[src/rtl/cdb_arbiter_if.sv]
// Result-producer and CDB bundle for cdb_arbiter: ALU/LSB results in, full flags and broadcast out.
// No CDB back-pressure; producers must hold off while their full flag is set.
interface cdb_arbiter_if #(
    parameter int ROB_BIT = 4
) ();
    logic               alu_valid;
    logic [ROB_BIT-1:0] alu_rob_entry;
    logic [31:0]        alu_value;
    logic               alu_full;
    logic               lsb_valid;
    logic [ROB_BIT-1:0] lsb_rob_entry;
    logic [31:0]        lsb_value;
    logic               lsb_full;
    logic               cdb_valid;
    logic [ROB_BIT-1:0] cdb_rob_entry;
    logic [31:0]        cdb_value;

    modport master (
        output alu_valid, alu_rob_entry, alu_value,
        output lsb_valid, lsb_rob_entry, lsb_value,
        input  alu_full, lsb_full,
        input  cdb_valid, cdb_rob_entry, cdb_value
    );

    modport slave (
        input  alu_valid, alu_rob_entry, alu_value,
        input  lsb_valid, lsb_rob_entry, lsb_value,
        output alu_full, lsb_full,
        output cdb_valid, cdb_rob_entry, cdb_value
    );
endinterface

[src/rtl/cdb_arbiter.sv]
// Round-robin CDB scheduler over per-source ALU/LSB FIFOs; 2-edge latency (1 edge with CDB_BYPASS_EN).
// Back-pressure only via alu_full/lsb_full; the registered broadcast is a one-cycle pulse.
module cdb_arbiter #(
    parameter int ROB_BIT    = 4,
    parameter int FIFO_DEPTH = 4,
    parameter int FIFO_BIT   = 2
) (
    input  logic          clk_in,
    input  logic          rst_in,
    input  logic          rdy_in,
    input  logic          rob_clear_up,
    cdb_arbiter_if.slave  bus
);
    localparam logic GRANT_ALU = 1'b0;
    localparam logic GRANT_LSB = 1'b1;
    localparam int   EW        = ROB_BIT + 32;
    localparam int   CW        = FIFO_BIT + 1;
    localparam logic [CW-1:0] FULL_CNT = CW'(FIFO_DEPTH);

    logic [EW-1:0]       alu_mem [FIFO_DEPTH];
    logic [EW-1:0]       lsb_mem [FIFO_DEPTH];
    logic [FIFO_BIT-1:0] alu_head, alu_tail, lsb_head, lsb_tail;
    logic [CW-1:0]       alu_cnt, lsb_cnt;
    logic                last_grant;

    logic          alu_ne, lsb_ne, grant_alu, grant_lsb;
    logic          alu_acc, lsb_acc, byp_alu, byp_lsb;
    logic          alu_push, lsb_push, cdb_load;
    logic [EW-1:0] cdb_dat;

    assign bus.alu_full = (alu_cnt == FULL_CNT);
    assign bus.lsb_full = (lsb_cnt == FULL_CNT);

    always_comb begin
        alu_ne    = (alu_cnt != '0);
        lsb_ne    = (lsb_cnt != '0);
        grant_alu = alu_ne && (!lsb_ne || last_grant == GRANT_LSB);
        grant_lsb = lsb_ne && (!alu_ne || last_grant == GRANT_ALU);
        alu_acc   = bus.alu_valid && !bus.alu_full;
        lsb_acc   = bus.lsb_valid && !bus.lsb_full;
`ifdef CDB_BYPASS_EN
        // With both FIFOs empty, the round-robin winner among live inputs skips its FIFO.
        byp_alu = !alu_ne && !lsb_ne && alu_acc && (!lsb_acc || last_grant == GRANT_LSB);
        byp_lsb = !alu_ne && !lsb_ne && lsb_acc && (!alu_acc || last_grant == GRANT_ALU);
`else
        byp_alu = 1'b0;
        byp_lsb = 1'b0;
`endif
        alu_push = alu_acc && !byp_alu;
        lsb_push = lsb_acc && !byp_lsb;
        cdb_load = grant_alu || grant_lsb || byp_alu || byp_lsb;
        if (grant_alu)
            cdb_dat = alu_mem[alu_head];
        else if (grant_lsb)
            cdb_dat = lsb_mem[lsb_head];
        else if (byp_alu)
            cdb_dat = {bus.alu_rob_entry, bus.alu_value};
        else
            cdb_dat = {bus.lsb_rob_entry, bus.lsb_value};
    end

    always_ff @(posedge clk_in) begin
        if (!rst_in && !rob_clear_up && rdy_in) begin
            if (alu_push)
                alu_mem[alu_tail] <= {bus.alu_rob_entry, bus.alu_value};
            if (lsb_push)
                lsb_mem[lsb_tail] <= {bus.lsb_rob_entry, bus.lsb_value};
        end
    end

    always_ff @(posedge clk_in) begin
        if (rst_in) begin
            alu_head          <= '0;
            alu_tail          <= '0;
            alu_cnt           <= '0;
            lsb_head          <= '0;
            lsb_tail          <= '0;
            lsb_cnt           <= '0;
            last_grant        <= GRANT_LSB;
            bus.cdb_valid     <= 1'b0;
            bus.cdb_rob_entry <= '0;
            bus.cdb_value     <= '0;
        end else if (rob_clear_up) begin
            // Flush drops queued results; the last broadcast payload and arbitration history stay.
            alu_head      <= '0;
            alu_tail      <= '0;
            alu_cnt       <= '0;
            lsb_head      <= '0;
            lsb_tail      <= '0;
            lsb_cnt       <= '0;
            bus.cdb_valid <= 1'b0;
        end else if (rdy_in) begin
            if (alu_push)
                alu_tail <= alu_tail + FIFO_BIT'(1);
            if (grant_alu)
                alu_head <= alu_head + FIFO_BIT'(1);
            if (lsb_push)
                lsb_tail <= lsb_tail + FIFO_BIT'(1);
            if (grant_lsb)
                lsb_head <= lsb_head + FIFO_BIT'(1);
            alu_cnt       <= alu_cnt + CW'(alu_push) - CW'(grant_alu);
            lsb_cnt       <= lsb_cnt + CW'(lsb_push) - CW'(grant_lsb);
            bus.cdb_valid <= cdb_load;
            if (cdb_load) begin
                {bus.cdb_rob_entry, bus.cdb_value} <= cdb_dat;
                last_grant <= (grant_alu || byp_alu) ? GRANT_ALU : GRANT_LSB;
            end
        end
    end
endmodule

[src/flat_wrapper.sv]
// flat-port wrapper written by rule: the top's interface ports become plain ports
module cdb_arbiter_flat 
#(
    parameter int ROB_BIT    = 4,
    parameter int FIFO_DEPTH = 4,
    parameter int FIFO_BIT   = 2
)
  (clk_in, rst_in, rdy_in, rob_clear_up, bus_alu_valid, bus_alu_rob_entry, bus_alu_value, bus_lsb_valid, bus_lsb_rob_entry, bus_lsb_value, bus_alu_full, bus_lsb_full, bus_cdb_valid, bus_cdb_rob_entry, bus_cdb_value);
  cdb_arbiter_if #(.ROB_BIT(ROB_BIT)) bus_i ();
  input  logic clk_in;
  input  logic rst_in;
  input  logic rdy_in;
  input  logic rob_clear_up;
  input wire logic [$bits(bus_i.alu_valid)-1:0] bus_alu_valid;
  input wire logic [$bits(bus_i.alu_rob_entry)-1:0] bus_alu_rob_entry;
  input wire logic [$bits(bus_i.alu_value)-1:0] bus_alu_value;
  input wire logic [$bits(bus_i.lsb_valid)-1:0] bus_lsb_valid;
  input wire logic [$bits(bus_i.lsb_rob_entry)-1:0] bus_lsb_rob_entry;
  input wire logic [$bits(bus_i.lsb_value)-1:0] bus_lsb_value;
  output wire logic [$bits(bus_i.alu_full)-1:0] bus_alu_full;
  output wire logic [$bits(bus_i.lsb_full)-1:0] bus_lsb_full;
  output wire logic [$bits(bus_i.cdb_valid)-1:0] bus_cdb_valid;
  output wire logic [$bits(bus_i.cdb_rob_entry)-1:0] bus_cdb_rob_entry;
  output wire logic [$bits(bus_i.cdb_value)-1:0] bus_cdb_value;
  assign bus_i.alu_valid = bus_alu_valid;
  assign bus_i.alu_rob_entry = bus_alu_rob_entry;
  assign bus_i.alu_value = bus_alu_value;
  assign bus_i.lsb_valid = bus_lsb_valid;
  assign bus_i.lsb_rob_entry = bus_lsb_rob_entry;
  assign bus_i.lsb_value = bus_lsb_value;
  assign bus_alu_full = bus_i.alu_full;
  assign bus_lsb_full = bus_i.lsb_full;
  assign bus_cdb_valid = bus_i.cdb_valid;
  assign bus_cdb_rob_entry = bus_i.cdb_rob_entry;
  assign bus_cdb_value = bus_i.cdb_value;
  cdb_arbiter #(.ROB_BIT(ROB_BIT), .FIFO_DEPTH(FIFO_DEPTH), .FIFO_BIT(FIFO_BIT)) u_core (.clk_in(clk_in), .rst_in(rst_in), .rdy_in(rdy_in), .rob_clear_up(rob_clear_up), .bus(bus_i));
endmodule
[config.mk]
export PLATFORM = sky130hd
export DESIGN_NAME = cdb_arbiter_flat
export DESIGN_NICKNAME = d
export VERILOG_FILES = /design/src/rtl/cdb_arbiter_if.sv /design/src/rtl/cdb_arbiter.sv /design/src/flat_wrapper.sv
export SDC_FILE = /design/constraint.sdc
export NUM_CORES = 1
export LEC_CHECK = 0
export BUFFER_PORTS_ARGS = -buffer_cell sky130_fd_sc_hd__buf_2
export CAP_MARGIN = 20
export CORE_ASPECT_RATIO = 0.5
export CORE_UTILIZATION = 45
export DETAILED_ROUTE_END_ITERATION = 10
export PLACE_DENSITY_LB_ADDON = 0.3
export SETUP_SLACK_MARGIN = 0.1
export SLEW_MARGIN = 20
export SYNTH_ARGS = -nofsm -noshare
export SYNTH_HDL_FRONTEND = slang
export SYNTH_SLANG_ARGS = --single-unit
[constraint.sdc]
create_clock -name clk_in -period 2.83 [get_ports clk_in]
set_clock_uncertainty 0.2 [all_clocks]
set_input_delay 0.283 -clock clk_in [delete_from_list [all_inputs] [get_ports clk_in]]
set_output_delay 0.283 -clock clk_in [all_outputs]
set_load 0.005 [all_outputs]
==> impl_metrics.ini, run 1 <==
[logic_synthesis]
synth-warning-count = 0
ys_types = 46
postSynth.topFlopCell = edfxtp_1
ys_ff_latch = 344
synth_area_um2 = 13100
syn_inst = 646
synth_top_area_share = 0.663
avgSynthCellArea_um2 = 20.2
synth_edf_count = 288
yosysSeqAreaShare = 0.748
yosysTopAreaCell = edfxtp_1
synth.area.top_cells = edfxtp_1 (66%), mux4_2 (12%), dfxtp_1 (8.6%)
synthArstFlopShare = 0
synth_nets = 738

[route]
wirelength_um = 28200
drc_errors = 0
wl_per_cell_um = 22.3
viasPerCell = 5.48
ant_nets = 0
drt-initial-drc-count = 587
route.vias.total = 6934
firstDrtPassIters = 5

[clock_network]
clk_latency_ps = 570
cts_sinks = 344
cts_max_level = 1
clockRootBuffer = clkbuf_16
cts_tree = done
path_clk_slew_ps = 70
cts_buffers = 31
cts_buffer_depth = 3

[cells_and_area]
drive_gt1_frac = 0.322
nets = 950
finalInstanceArea_um2 = 15900
syn_to_final_growth_pct = 21.8
fillers = 2148

[power_and_ir_drop]
power_density_nw_per_um2 = 658
cellLeakagePower_uw = 0.00535
ir_drop_v = 0.000452

[floorplan]
dieWidth_um = 243
initial_core_util = 0.465
rows = 43
die_h_um = 122
dieArea_um2 = 29700
boundaryPins = 117
core-area_um2 = 28100

[timing]
hold_violations = 0
setup_viol = 0
relSlewSlack = 0.305
worst_slew_pin_slew_ps = 1040
timing.final.crit_period_ps = 2580
grt_setup_unrepaired = false
fmax_mhz = 388
finalSetupTns_ps = 0
post-route-period-util = 0.911
report.final.slew_viol_count = 0

[setup_path]
crit_buf_inv = 2
cpMaxStageDelayCell = or3_1
crit_chain = or3_1 -> nand2_4 -> inv_1 -> ha_1 -> inv_1 -> ha_1 -> fa_1 -> xnor2_1 -> nand2_1 -> xor2_1 -> nor2_1
start_kind = flip-flop
end_kind = flip-flop
crit_family = adder cells
arrival_ps = 2830
cp.required_ps = 3080
crit_type = flip-flop to flip-flop
slowest_delay_ps = 440
critPathMaxFanout = 4

[global_route]
groute.usage.overall = 0.190
grt_pass1_wl_um = 42200
grt_max_degree = 37
antenna_found_initial = 1
overflow = 0
grt_pass1_vias = 7096

[worst_hold_path]
hold_path_class = primary input to flip-flop

[placed_design]
port_buffers = 116
placed_area_um2 = 14100
dp_hpwl_um = 16800
gp_congestion = 0.768

[run]
max_cap_viol_count = 0

[outcome]
status = finished, final reports clean
[sequential cells by signal, summed over array words and instances (netlist names), named ones only]
name,count
u_core.alu_tail,2
u_core.alu_head,2
u_core.last_grant,1
u_core.bus.cdb_valid,1
u_core.lsb_tail,2
u_core.lsb_cnt,3
u_core.lsb_mem,144
u_core.alu_cnt,3
u_core.alu_mem,144
u_core.bus.cdb_rob_entry,4
u_core.bus.cdb_value,32
u_core.lsb_head,2
[placed cells by master, fill, tap and decap left out, types with 20 or more instances in the layout]
cell / count
dfxtp_1: 50
nor2_1: 29
mux4_2: 72
buf_4: 20
edfxtp_1: 288
buf_2: 116
dlygate4sd3_1: 75
o22ai_1: 26
o2bb2ai_1: 26
clkbuf_16: 31
[cells in the mapped netlist (2+ instances only)]
library cell and n:
dfxtp_1 56, buf_8 2, edfxtp_1 288, buf_4 5, mux2i_1 15, ha_1 12, and3_1 2, nand2_1 2
clkbuf_1 10, mux4_2 72, o22ai_1 26, a2111oi_1 8, nor2b_1 3, nand2b_1 2, buf_6 3, or3b_2 2
nor2_1 29, xnor2_1 3, buf_2 13, or3_1 2, and2_1 10, fa_1 2, a211oi_1 11, xor2_1 7
inv_1 15, o2bb2ai_1 26
[per-layer routing]
layer / GRT usage / up-vias / wire, µm / share of wire
li1: - / 3072 / - / -
met1: 0.258 / 3586 / 12000 / 0.43
met2: 0.327 / 234 / 14000 / 0.50
met3: 0.0289 / 42 / 1680 / 0.059
met4: 0.0452 / 0 / 528 / 0.019
met5: 0 / - / 0 / 0
[layout make-up]
type | instances | area [µm²] | area share
well taps | 382 | 478 | 0.0301
inverters | 16 | 65.1 | 0.00409
diodes | 1 | 2.50 | 0.000157
repair buffers | 213 | 1520 | 0.0957
clock inverters | 13 | 135 | 0.00850
clock buffers | 44 | 885 | 0.0556
flip-flops and latches | 344 | 9780 | 0.615
multi-input cells | 252 | 3040 | 0.191
[stage by stage]
stage | cells | hold WS (ps) | setup slack, ps | utilization | power (µW)
floorplan | 646 | 166 | 107 | - | 6040
global placement | 1131 | 239 | 214 | 0.502 | 6290
detailed placement | 1131 | 242 | 161 | 0.502 | 6310
CTS | 1263 | 30.6 | 137 | 0.565 | 10500
global route | 1265 | 71.1 | 126 | 0.566 | 10800
finish | 1265 | 34.3 | 252 | 0.566 | 10500
[path summary, 6_finish.rpt]
check                                         from                                     to  slack (ps)  cells past startpoint
max                 u_core.lsb_cnt[2]$_SDFFE_PP0P_         u_core.lsb_cnt[2]$_SDFFE_PP0P_         250                     11
max reg2reg         u_core.lsb_cnt[2]$_SDFFE_PP0P_         u_core.lsb_cnt[2]$_SDFFE_PP0P_         250                     11
min                                  bus_alu_valid        u_core.alu_tail[0]$_SDFFE_PP0P_          30                      4
min reg2reg  u_core.bus.cdb_value[28]$_SDFFE_PP0P_  u_core.bus.cdb_value[28]$_SDFFE_PP0P_         260                      1
[power breakdown]
part / switching [µW] / internal, µW / leakage (µW)
logic: 367 / 322 / 0.00180
registers: 43.0 / 5560 / 0.00305
clock network: 1810 / 2360 / 0.000495
total: 2220 / 8250 / 0.00535
[what timing repair did]
item | 4_1_cts | 5_1_grt
buffers inserted | 0 | 1
resized for setup | 0 | 5
hold endpoints to repair | 302 | 0
endpoints found under the setup margin | 0 | 44
hold buffers | 75 | 0
[logic make-up after synthesis]
| group | synth area share |
|---|---|
| AOI/OAI and AO/OA | 0.0491 |
| and+or+nand+nor | 0.0250 |
| buffers and inverters | 0.0205 |
| adders and majority gates | 0.0146 |
| xor gates and xnor gates | 0.00671 |
| muxes | 0.136 |
| DFF | 0.748 |
[tightest hold or removal path: stages]
cell and delay [ps]:
buf_2 90, and3_1 230, xnor2_1 80, nor2_1 80
(Power assumes the default switching activity.)
==> inputs of run 2 (changes only) <==
- ABC_AREA: default -> 0
- REMOVE_ABC_BUFFERS: default -> 1
==> impl_metrics.ini, run 2 (synthesis gave the netlist of run 1 again) <==
[placed_design]
dp_hpwl_um = 16600
placed_area_um2 = 14200
gp_congestion = 0.748
dp_cells = 1139
port_buffers = 116

[timing]
finalSetupTns_ps = 0
post-route-period-util = 0.935
grt_setup_unrepaired = true
worst_slew_pin_slew_ps = 1110
hold_violations = 0
relSlewSlack = 0.263
setup_viol = 0
report.final.slew_viol_count = 0
holdWs_ps = 31.7
timing.final.crit_period_ps = 2650
fmax_mhz = 378

[clock_network]
post_cts_buffers = 0
clockRootBuffer = clkbuf_16
cts_buffer_depth = 3
clk_latency_ps = 550
path_clk_slew_ps = 60
cts_buffers = 30
cts_tree = done
cts_max_level = 1
cts_sinks = 344

[route]
wl_per_cell_um = 21.8
firstDrtPassIters = 5
drc_errors = 0
drt-initial-drc-count = 588
route.vias.total = 6864
viasPerCell = 5.41
wirelength_um = 27600
ant_nets = 0

[power_and_ir_drop]
switchingPower_uw = 2200
p_sw_frac = 0.208
combPwrFrac = 0.064
ir_drop_v = 0.000488
power_density_nw_per_um2 = 663
p_clk_frac = 0.407
cellLeakagePower_uw = 0.00540
internal_power_uw = 8390
seq_power_share = 0.529

[global_route]
grt_pass1_wl_um = 42200
groute.usage.overall = 0.190
antenna_found_initial = 0
overflow = 0
grt_max_degree = 37
grt_pass1_vias = 7183

[setup_path]
cpMaxStageDelayCell = and2_2
crit_chain = or3b_2 -> and3_1 -> nor2b_1 -> and2_2
arrival_ps = 2610
end_kind = flip-flop
slowest_delay_ps = 910
start_kind = flip-flop
cp.required_ps = 2800
crit_type = flip-flop to flip-flop
crit_family = simple AND/OR/NAND/NOR gates
crit_buf_inv = 0
critPathMaxFanout = 36

[worst_hold_path]
hold_path_class = primary input to flip-flop

[cells_and_area]
antenna_cells = 0
finalInstanceArea_um2 = 16000
nets = 955
top_regs = u_core.alu_mem x144, u_core.lsb_mem x144, u_core.bus.cdb_value x32
final_common_cell = edfxtp_1
drive_gt1_frac = 0.328
final_cell_mix = edfxtp_1 (288), buf_2 (116), dlygate4sd3_1 (74)
syn_to_final_growth_pct = 22.2
instances_no_fill = 1269

[run]
max_cap_viol_count = 0

[floorplan]
boundaryPins = 117
dieArea_um2 = 29700
rows = 43
die_h_um = 122
core-area_um2 = 28100
dieWidth_um = 243
initial_core_util = 0.465

[outcome]
status = finished, final reports clean
[run 2: changes by cell type in the layout (fill, tap and decap cells not counted), moves of 2 or more]
cell,before,now
buf_4,20,27
clkbuf_1,7,3
bufinv_16,2,5
clkinv_2,5,8
clkbuf_8,6,4
dfxtp_1,50,52
dfxtp_2,6,4
[run 2: worst paths after layout]
kind                            slack [ps]  cells after the start                                     to                             startpoint
worst max register to register         180                      4        u_core.lsb_mem[3][28]$_DFFE_PP_         u_core.lsb_cnt[1]$_SDFFE_PP0P_
worst max-delay path                   180                      4        u_core.lsb_mem[3][28]$_DFFE_PP_         u_core.lsb_cnt[1]$_SDFFE_PP0P_
worst min register to register         260                      1  u_core.bus.cdb_value[25]$_SDFFE_PP0P_  u_core.bus.cdb_value[25]$_SDFFE_PP0P_
worst min-delay path                    30                      5         u_core.lsb_cnt[0]$_SDFFE_PP0P_                          bus_lsb_valid
[run 2: tightest hold or removal path, cell delays in order]
cell and delay [ps]:
buf_2 90, and2_1 120, ha_1 120, mux2i_1 60, nor2_1 80
[run 2: power groups by stage]
| stage | registers, µW | clock network (µW) | logic, µW |
|---|---|---|---|
| after floorplan | 5730 | 0 | 285 |
| after global placement | 5710 | 0 | 577 |
| after detailed placement | 5710 | 0 | 591 |
| after CTS | 5600 | 4380 | 678 |
| after global routing | 5610 | 4570 | 735 |
| final | 5600 | 4310 | 674 |
[run 2: per-stage QoR]
stage / setup slack (ps) / utilization / total power [µW]
2_1_floorplan: -144 / - / 6010
3_3_place_gp: 222 / 0.504 / 6290
3_5_place_dp: 167 / 0.504 / 6310
4_1_cts: 155 / 0.568 / 10700
5_1_grt: 18.7 / 0.568 / 10900
6_report: 183 / 0.568 / 10600
[run 2: cell type report]
| cell class | instances | area (µm²) |
|---|---|---|
| fillers | 2127 | 12100 |
| repair buffers | 219 | 1560 |
| flip-flops and latches | 344 | 9770 |
| clock buffers | 37 | 817 |
| multi-input cells | 252 | 3030 |
| inverters | 16 | 60.1 |
| well taps | 382 | 478 |
| clock inverters | 19 | 238 |
[run 2: metal layers]
metal | GRT usage | vias to the layer above | wire [µm]
li1 | - | 3078 | -
met1 | 0.260 | 3552 | 11900
met2 | 0.323 | 194 | 13900
met3 | 0.0291 | 40 | 1350
met4 | 0.0452 | 0 | 486
met5 | 0 | - | 0
[run 2: what timing repair did]
action,CTS,global route
resized for setup,0,0
hold endpoints to repair,300,0
setup endpoints to repair,0,145
hold buffers,74,0
